<file path="config.mk">
export PLATFORM = sky130hd
export DESIGN_NAME = pc_sequencer
export DESIGN_NICKNAME = d
export VERILOG_FILES = /design/src/rtl/core_pkg.sv /design/src/rtl/pc_next_mux.sv /design/src/rtl/pc_sequencer.sv
export SDC_FILE = /design/constraint.sdc
export NUM_CORES = 1
export LEC_CHECK = 0
export CAP_MARGIN = 15
export CELL_PAD_IN_SITES_DETAIL_PLACEMENT = 1
export CELL_PAD_IN_SITES_GLOBAL_PLACEMENT = 2
export CORE_MARGIN = 5
export CORE_UTILIZATION = 28
export DETAILED_ROUTE_END_ITERATION = 10
export PLACE_DENSITY = 0.86
export REMOVE_ABC_BUFFERS = 1
export SKIP_CTS_REPAIR_TIMING = 1
export SLEW_MARGIN = 15
export SYNTH_ARGS = -nofsm -noshare
export SYNTH_HDL_FRONTEND = slang
export SYNTH_SLANG_ARGS = --single-unit
</file>
<file path="constraint.sdc">
create_clock -name cpu_clk -period 2.9 [get_ports cpu_clk]
set_input_delay 0.87 -clock cpu_clk [delete_from_list [all_inputs] [get_ports cpu_clk]]
set_output_delay 0.87 -clock cpu_clk [all_outputs]
set_load 0.01 [all_outputs]
</file>
<file path="src/rtl/core_pkg.sv">
// Shared types and constants for the core control path: sequencer states,
// the trap cause codes and the default reset vector.
package core_pkg;

    typedef enum logic [1:0] {
        S_IDLE,
        S_FETCH,
        S_EXEC,
        S_TRAP
    } pcs_state_t;

    localparam logic [3:0]  CAUSE_IMISALIGN   = 4'd0;
    localparam logic [3:0]  CAUSE_ECALL       = 4'd11;
    localparam logic [31:0] RESET_VEC_DEFAULT = 32'h8000_0000;

    // Per-cycle decision produced by the next-pc mux.
    typedef struct packed {
        logic       pc_we;      // load pc_next into pc
        logic       retire;     // instruction completes, bump instret
        logic       take_trap;  // save mepc/mcause, enter S_TRAP
        logic [3:0] cause;      // cause to record when take_trap
    } pcs_decision_t;

endpackage

</file>
<file path="src/rtl/pc_next_mux.sv">
// Combinational next-pc priority select: trap > stall > mret > branch > +4,
// plus the vector load performed in S_TRAP.
module pc_next_mux
    import core_pkg::*;
#(
    parameter int XLEN = 32
) (
    input  pcs_state_t          state,
    input  logic [XLEN-1:0]     pc,
    input  logic [XLEN-1:0]     mepc,
    input  logic [XLEN-1:0]     mtvec,
    input  logic                stall,
    input  logic                br_taken,
    input  logic [XLEN-1:0]     br_target,
    input  logic                trap_req,
    input  logic [3:0]          trap_cause,
    input  logic                mret,
    output logic [XLEN-1:0]     pc_next,
    output pcs_decision_t       dec
);

    localparam logic [XLEN-1:0] ALIGN_MASK = {{(XLEN-2){1'b1}}, 2'b00};

    always_comb begin
        pc_next = pc;
        dec     = '0;
        unique case (state)
            S_TRAP: begin
                dec.pc_we = 1'b1;
                pc_next   = mtvec & ALIGN_MASK;
            end
            S_EXEC: begin
                // trap_req outranks stall so exceptions are never held off
                if (trap_req) begin
                    dec.take_trap = 1'b1;
                    dec.cause     = trap_cause;
                end else if (stall) begin
                    dec = '0;
                end else if (mret) begin
                    dec.pc_we  = 1'b1;
                    dec.retire = 1'b1;
                    pc_next    = mepc & ALIGN_MASK;
                end else if (br_taken && (br_target & ~ALIGN_MASK) != '0) begin
                    dec.take_trap = 1'b1;
                    dec.cause     = CAUSE_IMISALIGN;
                end else if (br_taken) begin
                    dec.pc_we  = 1'b1;
                    dec.retire = 1'b1;
                    pc_next    = br_target;
                end else begin
                    dec.pc_we  = 1'b1;
                    dec.retire = 1'b1;
                    pc_next    = pc + XLEN'(4);
                end
            end
            default: begin
                dec = '0;
            end
        endcase
    end

endmodule

</file>
<file path="src/rtl/pc_sequencer.sv">
// Program counter owner: fetch/execute handshake with instruction memory,
// next-pc arbitration, and the mepc/mcause/instret state.
module pc_sequencer
    import core_pkg::*;
#(
    parameter int              XLEN      = 32,
    parameter logic [XLEN-1:0] RESET_VEC = RESET_VEC_DEFAULT
) (
    input  logic            cpu_clk,
    input  logic            reset,
    output logic            imem_req,
    output logic [XLEN-1:0] imem_addr,
    input  logic            imem_ack,
    output logic            instr_valid,
    input  logic            stall,
    input  logic            br_taken,
    input  logic [XLEN-1:0] br_target,
    input  logic            trap_req,
    input  logic [3:0]      trap_cause,
    input  logic            mret,
    input  logic [XLEN-1:0] mtvec,
    output logic [XLEN-1:0] pc,
    output logic [XLEN-1:0] mepc,
    output logic [3:0]      mcause,
    output logic [63:0]     instret
);

    pcs_state_t      state, state_nxt;
    logic [XLEN-1:0] pc_next;
    pcs_decision_t   dec;

    pc_next_mux #(.XLEN(XLEN)) u_next_mux (
        .state      (state),
        .pc         (pc),
        .mepc       (mepc),
        .mtvec      (mtvec),
        .stall      (stall),
        .br_taken   (br_taken),
        .br_target  (br_target),
        .trap_req   (trap_req),
        .trap_cause (trap_cause),
        .mret       (mret),
        .pc_next    (pc_next),
        .dec        (dec)
    );

    always_ff @(posedge cpu_clk or negedge reset) begin
        if (!reset) state <= S_IDLE;
        else        state <= state_nxt;
    end

    always_comb begin
        state_nxt   = state;
        imem_req    = 1'b0;
        instr_valid = 1'b0;
        unique case (state)
            S_IDLE:  state_nxt = S_FETCH;
            S_FETCH: begin
                imem_req = 1'b1;
                if (imem_ack) state_nxt = S_EXEC;
            end
            S_EXEC: begin
                instr_valid = 1'b1;
                // a stalled cycle neither traps nor retires, so EXEC holds
                if (dec.take_trap)   state_nxt = S_TRAP;
                else if (dec.retire) state_nxt = S_FETCH;
            end
            S_TRAP:  state_nxt = S_FETCH;
            default: state_nxt = S_IDLE;
        endcase
    end

    always_ff @(posedge cpu_clk or negedge reset) begin
        if (!reset) begin
            pc      <= RESET_VEC;
            mepc    <= '0;
            mcause  <= '0;
            instret <= '0;
        end else begin
            if (dec.pc_we)  pc      <= pc_next;
            if (dec.retire) instret <= instret + 64'd1;
            if (dec.take_trap) begin
                mepc   <= pc;
                mcause <= dec.cause;
            end
        end
    end

    assign imem_addr = pc;

endmodule

</file>
==> flow_metrics.env, run 1 <==
export IMPL_drtIter0Drc=294
export IMPL_num_io_pins=241
export IMPL_rsz0062_at_grt="false"
export IMPL_fin_util_pct=42.0
export IMPL_layout_commonest_cell="clkdlybuf4s50_1"
export IMPL_grt_first_pass_wirelength_um=42000
export IMPL_power_density_nw_per_um2=801
export IMPL_synthCells=703
export IMPL_grtUsageTotal_pct=18.4
export IMPL_die_area_um2=29000
export IMPL_synth_edff_count=0
export IMPL_grt_antenna_before_repair=3
export IMPL_synth_cell_types=66
export IMPL_cts_tree="yes"
export IMPL_period_minus_slack_ns=2.71
export IMPL_routedWlPerCell_um=21.0
export IMPL_clock_path_buffers=2
export IMPL_slew_headroom_pct=39.1
export IMPL_worst_slew_pin_slew_ns=0.912
export IMPL_tns_ns=0
export IMPL_first_pass_iters=5
export IMPL_drive_above_1_share_pct=14.1
export IMPL_ir_drop_mv=0.395
export IMPL_drc_errors=0
export IMPL_floorplan_core_area_um2=25300
export IMPL_nFillCells=2823
export IMPL_seq_area_frac_synth_pct=46.6
export IMPL_arrival_ns=1.84
export IMPL_netlist_area_um2=7200
export IMPL_ys_flop_type="dfrtp_1"
export IMPL_grt_remaining_overflow=0
export IMPL_layout_common_cells="237 x clkdlybuf4s50_1, 133 x dfrtp_1, 56 x nand2_1, 40 x xnor2_1"
export IMPL_multiInputGateArea_um2=3380
export IMPL_leakagePower_nw=4.38
export IMPL_clock_latency_ns=0.42
export IMPL_start_util_pct=28.5
export IMPL_worst_setup_path_start_kind="flip-flop"
export IMPL_reg2reg_depth=6
export IMPL_grt_max_degree=57
export IMPL_cts_sinks=134
export IMPL_worstPathMaxFanout=9
export IMPL_fin_total_pwr_mw=8.50
export IMPL_finalSetupViolCount=0
export IMPL_grt_pass1_vias=7141
export IMPL_drv_slew=0
export IMPL_htree_levels=4
export IMPL_vias_per_cell=5.20
export IMPL_num_rows=58
export IMPL_post_dp_hpwl_um=20000
export IMPL_critPathCaptureType="primary output"
export IMPL_hold_viol_final=0
export IMPL_die_y_um=170
export IMPL_critical_path_class="reg2out"
export IMPL_gp_congestion=0.804
export IMPL_port_buffers=238
export IMPL_synth_seq_cells=134
export IMPL_syn_area_per_cell_um2=10.2
export IMPL_r2r_setup_slack_ns=0.38
export IMPL_nets=1010
export IMPL_dr_total_vias=6653
export IMPL_whs_ns=0.406
export IMPL_area_growth_pct=47.4
export IMPL_skew_ns=0.0130
export IMPL_drtAntennaViolNets=0
export IMPL_yosys_warnings=0
export IMPL_cp_required_ns=2.03
export IMPL_r2r_end="imem_addr[30]"
export IMPL_postSynth_asyncResetShare_pct=100
export IMPL_outcome="complete, no violations"
export IMPL_fmax_mhz=370
export IMPL_cts_root_buf="clkbuf_16"
export IMPL_die_width_um=170
export IMPL_hold_path_class="in2async"
export IMPL_numCtsBuffers=17
export IMPL_drv_cap=0
export IMPL_regArea_um2=3350
export IMPL_r2r_start="imem_addr[2]"
export IMPL_totalWireLength_um=26900
export IMPL_clk_pin_slew_ns=0.06
export IMPL_period_share_pct=93.3
## sequential cells by signal (all words and copies together) (netlist names)
signal,flops
instret,64
imem_addr,32
mcause,4
state,2
mepc,32
## worst max path at each step
stage	cells past startpoint	slack, ns	from	endpoint
floorplan	4	-0.50	mret	mepc[0]
global placement	6	-0.13	stall	instret[54]
detailed placement	6	-0.17	stall	instret[54]
CTS	4	0.05	state[0]	instr_valid
global route	4	0.10	state[0]	instr_valid
finish	4	0.19	state[0]	instr_valid
## cells by family after synthesis
group | count (synthesis) | share of synthesized area (%)
AND/OR/NAND/NOR | 234 | 18.9
AO/OA/AOI/OAI | 134 | 12.8
adder cells (fa/ha/maj) | 2 | 0.347
buffers and inverters | 87 | 6.65
multiplexers | 33 | 5.09
flip-flops | 134 | 46.6
XOR/XNOR | 79 | 9.61
## power by group
group | switching [mW] | leakage, nW | internal (mW)
clock network | 0.930 | 0.303 | 1.38
registers | 0.690 | 1.69 | 2.32
logic | 1.38 | 2.39 | 1.79
total | 3.00 | 4.38 | 5.50
## per-layer routing
layer	share of wire [%]	up-vias	routed length, µm	track usage, %
li1	-	3029	-	-
met1	44	3419	11800	24.2
met2	49	170	13300	30.6
met3	4.6	33	1240	4.00
met4	2.1	2	552	5.59
met5	0.026	-	7	0
## critical path, stage by stage (launching register included)
cell	delay [ns]
dfrtp_1	0.39
inv_2	0.16
nand2_1	0.21
clkinv_1	0.11
clkdlybuf4s50_1	0.54
## area by class of cell
type | count | area share [%]
antenna | 3 | 0.0707
clock buffer | 17 | 4.01
clock inverter | 15 | 1.84
inverter | 16 | 0.566
multi-input combinational | 482 | 31.9
sequential | 134 | 31.6
tap | 330 | 3.89
timing repair buffer | 282 | 26.2
## cell usage after synthesis (3+ instances only)
cell | instances | area share (%)
a21oi_1 | 22 | 1.5
a221o_1 | 7 | 0.97
a221oi_1 | 12 | 1.5
a22oi_1 | 6 | 0.63
a31oi_1 | 4 | 0.35
a32o_1 | 4 | 0.56
and2_1 | 5 | 0.43
and3_1 | 11 | 0.96
and4_1 | 15 | 1.8
buf_1 | 4 | 0.21
buf_2 | 13 | 0.90
buf_4 | 32 | 3.3
clkbuf_1 | 19 | 0.99
dfrtp_1 | 133 | 46
inv_1 | 14 | 0.73
mux2_2 | 29 | 4.5
mux2i_1 | 4 | 0.56
nand2_1 | 56 | 2.9
nand2b_1 | 3 | 0.26
nand3_1 | 36 | 2.5
nand4_1 | 27 | 2.3
nor2_1 | 23 | 1.2
nor3_1 | 23 | 1.6
nor3_2 | 6 | 0.83
nor4_1 | 9 | 0.78
o21ai_0 | 33 | 2.3
o221ai_1 | 10 | 1.2
o22ai_1 | 15 | 1.3
o31a_1 | 4 | 0.49
xnor2_1 | 40 | 4.9
xor2_1 | 39 | 4.7
## per-stage QoR
stage | instances | cell area [µm²] | setup WS (ns)
after floorplan | 632 | 6780 | -0.503
after global placement | 1244 | 9990 | -0.127
after CTS | 1276 | 10600 | 0.0479
final | 1279 | 10600 | 0.194
after global routing | 1278 | 10600 | 0.103
after detailed placement | 1244 | 9990 | -0.168
Power figures use the tool's default switching activity.
==> run 2, diff against run 1 <==
- CAP_MARGIN: 15 -> 5
==> results of run 2 <==
Same layout as run 1: the final DEF is identical, and so are final timing and power.
==> run 3, diff against run 2 <==
- CORE_UTILIZATION: 28 -> 25
- GPL_ROUTABILITY_DRIVEN: unset -> 0
- PLACE_DENSITY: 0.86 -> 0.81
- clock period: 2.9 -> 2.4 ns (I/O delays scaled with it)
==> flow_metrics.env, run 3 (synthesis results as in run 1) <==
export IMPL_clock_latency_ns=0.43
export IMPL_drc_errors=0
export IMPL_port_buffers=238
export IMPL_clock_path_buffers=2
export IMPL_worst_setup_path_start_kind="flip-flop"
export IMPL_path_cells="clkdlybuf4s50_1"
export IMPL_cp_top_family="buffers and inverters"
export IMPL_worstPathMaxFanout=10
export IMPL_cp_depth=1
export IMPL_drv_cap=0
export IMPL_critical_path_class="reg2out"
export IMPL_r2r_start="imem_addr[3]"
export IMPL_reg2reg_depth=6
export IMPL_leakagePower_nw=4.59
export IMPL_critical_path_endpoint="imem_addr[18]"
export IMPL_critPathCaptureType="primary output"
export IMPL_place_area_um2=10300
export IMPL_post_place_ws_ns=-0.524
export IMPL_layout_commonest_cell="clkdlybuf4s50_1"
export IMPL_whs_ns=0.237
export IMPL_critPathBufInv=1
export IMPL_area_growth_pct=52.1
export IMPL_hold_path_class="in2async"
export IMPL_power_density_nw_per_um2=955
export IMPL_drtIter0Drc=310
export IMPL_hold_viol_final=0
export IMPL_routedWlPerCell_um=20.3
export IMPL_num_rows=62
export IMPL_r2r_end="imem_addr[30]"
export IMPL_arrival_ns=1.60
export IMPL_start_util_pct=25.2
export IMPL_nets=1043
export IMPL_htree_levels=4
export IMPL_layout_common_cells="233 x clkdlybuf4s50_1, 133 x dfrtp_1, 70 x buf_4, 56 x nand2_1, 40 x xnor2_1"
export IMPL_fin_util_pct=38.4
export IMPL_floorplan_core_area_um2=28500
export IMPL_drive_above_1_share_pct=17.1
export IMPL_r2r_setup_slack_ns=0.14
export IMPL_grt_remaining_overflow=0
export IMPL_die_y_um=180
export IMPL_post_dp_hpwl_um=20600
export IMPL_largest_register="instret"
export IMPL_die_area_um2=32300
export IMPL_worst_slew_pin_slew_ns=0.662
export IMPL_die_width_um=180
export IMPL_cp_required_ns=1.68
export IMPL_grtUsageTotal_pct=17.2
export IMPL_timing_final_ws_setup_ns=0.0799
export IMPL_largest_reg_flops=64
export IMPL_layoutNonFillerInstCount=1365
export IMPL_cts_sinks=134
export IMPL_outcome="complete, no violations"
export IMPL_numCtsBuffers=17
export IMPL_grt_max_degree=47
export IMPL_finalSetupViolCount=0
export IMPL_drv_slew=0
export IMPL_rsz0062_at_grt="false"
export IMPL_grt_first_pass_wirelength_um=44200
export IMPL_critPathSlowestCell="clkdlybuf4s50_1"
export IMPL_cts_root_buf="clkbuf_16"
export IMPL_grt_pass1_vias=7386
export IMPL_num_io_pins=241
export IMPL_startpoint="imem_addr[18]"
export IMPL_slew_headroom_pct=55.5
export IMPL_drtAntennaViolNets=0
export IMPL_fin_area_um2=11000
export IMPL_dp_cells=1329
export IMPL_period_share_pct=96.7
export IMPL_critPathMaxStageDelay_ns=0.62
export IMPL_dr_total_vias=6774
export IMPL_clk_pin_slew_ns=0.07
export IMPL_fmax_mhz=431
export IMPL_vias_per_cell=4.96
export IMPL_totalWireLength_um=27700
export IMPL_ir_drop_mv=0.424
export IMPL_skew_ns=0.0136
export IMPL_first_pass_iters=5
export IMPL_grt_antenna_before_repair=3
export IMPL_cts_tree="yes"
export IMPL_period_minus_slack_ns=2.32
-- run 3: how the worst min path moves through the flow --
stage,to,slack (ns),cells after the start
floorplan,imem_addr[0],0.42,0
global placement,instret[63],0.46,1
detailed placement,instret[10],0.48,1
CTS,instret[26],0.24,1
global route,instret[26],0.26,1
finish,instret[26],0.24,1
-- run 3: area by class of cell --
| class | instances | area [µm²] |
|---|---|---|
| antenna | 2 | 5.00 |
| clock buffer | 17 | 425 |
| clock inverter | 15 | 179 |
| fill | 3243 | 17600 |
| inverter | 16 | 60.1 |
| multi-input combinational | 482 | 3400 |
| sequential | 134 | 3350 |
| tap | 384 | 480 |
| timing repair buffer | 315 | 3050 |
-- run 3: metal layers --
| layer | up-vias | part of all wire, % | track usage, % | routed length [µm] |
|---|---|---|---|---|
| met4 | 2 | 2.5 | 6.28 | 693 |
| met5 | - | 0.047 | 0 | 13 |
| li1 | 3091 | - | - | - |
| met3 | 43 | 4.3 | 3.70 | 1200 |
| met2 | 189 | 50 | 29.5 | 13900 |
| met1 | 3449 | 43 | 21.3 | 12000 |
-- run 3: where the power goes --
group	switching, mW	leakage [nW]	total, mW	internal [mW]
registers	0.633	1.69	3.44	2.81
logic	1.93	2.61	4.27	2.34
clock network	1.18	0.292	2.75	1.58
total	3.74	4.59	10.5	6.73
-- run 3: stage by stage --
stage	setup TNS, ns	total power, mW
after global routing	0	11.1
after floorplan	-46.18	4.99
after CTS	-0.484	10.6
after global placement	-27.69	7.69
after detailed placement	-31.68	7.77
final	0	10.5
==> RTL change 1 (flow settings as in run 1) <==
The 4 states of `pcs_state_t` get a Gray code encoding in 2 bits.
--- a/src/rtl/core_pkg.sv
+++ b/src/rtl/core_pkg.sv
@@ -5,6 +5,6 @@
     typedef enum logic [1:0] {
-        S_IDLE,
-        S_FETCH,
-        S_EXEC,
-        S_TRAP
+        S_IDLE  = 2'b00,
+        S_FETCH = 2'b01,
+        S_EXEC  = 2'b11,
+        S_TRAP  = 2'b10
     } pcs_state_t;
Behaviour: no difference found for any inputs over 4 cycles, from zero or initial values and one cycle with reset low; so few cycles prove little.
==> RTL change 1 against run 1 <==
Hold slack got worse by 0.033 ns. Power increased by 1.6%. Area after synthesis fell by 0.94%. Cell area rose by 0.35%. Sequential cell count is the same. Wire length fell by 2.4%. Worst setup slack worse by 0.021 ns. Synthesized cell count is 3.4% higher. Largest power group unchanged.
==> RTL change 1: results (changes against run 1) <==
{| class="wikitable"
! Metric !! Value
|-
| First-pass GRT wire length || 41640 um (-0.74%)
|-
| Number of antenna violations at the first check in global routing || 3 (unchanged)
|-
| Pin count of the biggest net entering global routing || 47 (-18%)
|-
| Most frequent cells after synthesis || 133 x dfrtp_1, 60 x nand2_1, 49 x nor2_1
|-
| Total routing usage reported by global routing || 18.23% (-0.21 points)
|-
| Latest clock arrival within the worst-skew pair || ~0.4 ns
|-
| First element of the critical path || state[1]
|-
| Number of buffers inserted by port buffering || 238 (unchanged)
|-
| Arrival time at the worst endpoint || 1.86 ns (+0.02 ns)
|-
| First-pass detailed-route iteration total || 4 (-1)
|-
| Clk Tree Root Cell || clkbuf_16
|-
| Maximum level of the CTS H-tree || 4 (unchanged)
|-
| Hold/Removal Path Class || input port to async pin
|-
| Reg2Reg Launch Point || instret[5]
|-
| CP max-delay cell || clkdlybuf4s50_1
|-
| Largest vdd supply drop || 0.4289 mV (+8.6%)
|-
| Part of the Yosys area used for sequential elements || 47.02% (+0.44 points)
|-
| Largest fanout on the critical path || 10 (+1)
|-
| Share of layout cells above drive strength 1 || 13.17% (-0.89 points)
|-
| Half-perimeter wire length after detailed placement || 20230 um (+1.3%)
|-
| Static leakage || 4.421 nW (+0.85%)
|-
| Number of flip-flops under the largest register name || 64 (unchanged)
|-
| Clock slew at reported path FFs || 0.06 ns (about the same)
|-
| Met3 track demand over resource || 6.219% (+2.2 points)
|-
| CP peak stage delay || ~0.55 ns
|-
| Run status || complete, no violations
|-
| Net count reported at finish || 1054 (+4.4%)
|-
| Gpl congestion || 0.7988 (-0.67%)
|-
| Total CTS buffers || 17 (unchanged)
|-
| Met1 track utilization from global routing || 23.05% (-1.1 points)
|-
| Met2 track demand over resource || 30.30% (-0.26 points)
|-
| Slew Limit Headroom || 54.84% (+16 points)
|-
| Starting DRC count in detailed routing || 260 (-12%)
|-
| Via count of the first global-routing pass || 7293 (+2.1%)
|-
| Wire length per cell || 19.88 um (-5.3%)
|-
| FFs w/ async S/R, synth || 100.0% (unchanged)
|-
| Register containing the most flip-flops in the final layout || instret
|-
| Top cells by area in the synthesized netlist || dfrtp_1 47%, xor2_1 4.9%, xnor2_1 4.3%
|-
| Number of vias per cell after detailed routing || 5.077 (-2.4%)
|-
| Maximum buffer depth of the clock tree || 2 (unchanged)
|-
| Count of warnings emitted by yosys || 0 (unchanged)
|-
| Number of different library cells in the post-synthesis netlist || 58 (-12%)
|-
| Clk_skew || 0.01017 ns (-0.002869 ns)
|}
[RTL change 1: path summary, 6_finish.rpt]
check / end / slack [ns] / cells past startpoint
min in group cpu_clk: instret[63] / 0.47 / 1
min: instret[50] / 0.37 / 1
max reg2reg: instret[50] / 0.31 / 6
max in group asynchronous: instret[3] / 1.80 / 2
max: instr_valid / 0.17 / 3
min reg2reg: instret[63] / 0.47 / 1
[RTL change 1: cells by family (layout without fill, tap and decap cells)]
kind of cell	after synthesis	count (layout)	synth area share [%]
XOR/XNOR	75	75	9.207
AND/OR/NAND/NOR	259	259	18.87
flip-flops	134	134	47.02
AO/OA/AOI/OAI	135	135	12.91
buffers and inverters	89	349	6.594
multiplexers	33	33	5.051
other	0	2	0
adder cells (fa/ha/maj)	2	2	0.3507
[RTL change 1: routing by layer]
metal	wire length, um	vias to the layer above
met4	316	2
met1	11410	3370
met3	1863	24
li1	-	3105
met5	13	-
met2	12620	195
[RTL change 1: worst max-delay path: cells and delay by family (launching register included)]
kind | cells | cell delay (ns)
buf+inv | 2 | 0.68
flops | 1 | 0.50
simple gates | 1 | 0.26
[RTL change 1: report_power, final]
group	switching [mW]	internal, mW	total (mW)
sequential	0.673	2.34	3.01
clock	0.816	1.38	2.20
combinational	1.52	1.91	3.42
total	3.00	5.63	8.63
[RTL change 1: final cells by class]
type,instances,area (um2)
multi-input cells,504,3327
inverters,22,82.58
flip-flops and latches,134,3354
well taps,330,412.9
fillers,2866,14460
clock inverters,9,128.9
clock buffers,20,456.7
diodes,2,5.005
repair buffers,298,2884
[RTL change 1: through the flow]
stage	area (um2)	setup slack (ns)	power [mW]	std cells	hold slack (ns)
2_1_floorplan	6746	-0.5201	4.251	660	0.5039
3_3_place_gp	10060	-0.1422	6.419	1288	0.4697
3_5_place_dp	10060	-0.1912	6.484	1288	0.4661
4_1_cts	10650	0.1437	8.746	1317	0.3848
5_1_grt	10650	0.02254	9.165	1319	0.4006
6_report	10650	0.1730	8.632	1319	0.3731
==> RTL change 2 (settings of run 1) <==
Without the edit above. `XLEN` is set to 32 in 2 places; all go to 36.
--- a/src/rtl/pc_next_mux.sv
+++ b/src/rtl/pc_next_mux.sv
@@ -5,3 +5,3 @@
 #(
-    parameter int XLEN = 32
+    parameter int XLEN = 36
 ) (
--- a/src/rtl/pc_sequencer.sv
+++ b/src/rtl/pc_sequencer.sv
@@ -5,3 +5,3 @@
 #(
-    parameter int              XLEN      = 32,
+    parameter int              XLEN      = 36,
     parameter logic [XLEN-1:0] RESET_VEC = RESET_VEC_DEFAULT
Interface: changed (5 resized); port bits go from 241 to 261. The function was not compared with the original's and may differ.
==> RTL change 2 against run 1 <==
Sequential cell count increased by 8. Worst setup slack improved by 0.13 ns. Cell area increased by 8.6%. Global-route usage increased by 1.0 points. Area after synthesis increased by 8.3%. Core utilization decreased by 0.30 points. Wire length increased by 15%. Power increased by 9.6%. Critical endpoint is now imem_req. Highest routed layer unchanged.
==> RTL change 2: results (changes against run 1) <==
{| class="wikitable"
! Metric !! Value
|-
| WHS || 0.3816 ns (-0.02399 ns)
|-
| Net Sw Frac || 37.73% (+2.4 points)
|-
| CP peak stage delay || 0.60 ns (+0.06 ns)
|-
| First-pass detailed-route iteration total || 4 (-1)
|-
| Total routing usage reported by global routing || 19.45% (+1.0 points)
|-
| Largest fanout on the critical path || 4 (-5)
|-
| Run status || complete, no violations
|-
| Final Critical Period || 2.572 ns (-0.1333 ns)
|-
| Largest vdd supply drop || 0.2428 mV (-39%)
|-
| Terminus of the critical flop-to-flop path || imem_addr[31]
|-
| Clk_skew || 0.02689 ns (+0.01385 ns)
|-
| First-pass GRT wire length || 47550 um (+13%)
|-
| Half-perimeter wire length after detailed placement || 22630 um (+13%)
|-
| Sum of buffers and inverters on the critical path || 1 (-2)
|-
| Total length of routed wires || 30840 um (+15%)
|-
| Pin count of the biggest net entering global routing || 54 (-5.3%)
|-
| Via count of the first global-routing pass || 8016 (+12%)
|-
| Instance area after placement || 10960 um2 (+9.7%)
|-
| Power share of the sequential group || 34.7% (-0.7 points)
|-
| Slew of the pin with the lowest slew margin || 0.7704 ns (-0.1414 ns)
|-
| Number of buffers inserted by port buffering || 258 (+8.4%)
|-
| Capture point of the critical path || imem_req
|-
| Starting DRC count in detailed routing || 381 (+30%)
|-
| Fillers || 3145 (+11%)
|-
| Layout Cells excl Fill || 1457 (+14%)
|-
| Reg-to-reg slack, setup || 0.59 ns (+0.21 ns)
|}
[RTL change 2: final cells by class]
class / count / area (um2) / share of cell area [%]
inverters: 29 / 108.9 / 0.9441
multi-input cells: 561 / 3689 / 31.99
clock buffers: 17 / 425.4 / 3.690
flip-flops and latches: 142 / 3555 / 30.83
clock inverters: 15 / 147.6 / 1.281
repair buffers: 315 / 3132 / 27.16
well taps: 378 / 473.0 / 4.102
[RTL change 2: kinds of logic (layout without fill, tap and decap cells)]
family	Yosys count	after routing	synth area share [%]
AOI/OAI and AO/OA	168	168	14.59
buffers and inverters	111	376	7.318
xor gates and xnor gates	76	76	8.538
DFF	142	142	45.59
muxes	32	32	4.574
and+or+nand+nor	283	283	19.07
adders and majority gates	2	2	0.3209
[RTL change 2: layer usage]
metal  vias to the layer above  global-route usage [%]  wire length, um
met3                        32                   6.729             2769
li1                       3414                       -                -
met4                         6                   5.287              562
met1                      3734                   24.46            12920
met5                         -                       0               34
met2                       247                   31.93            14560
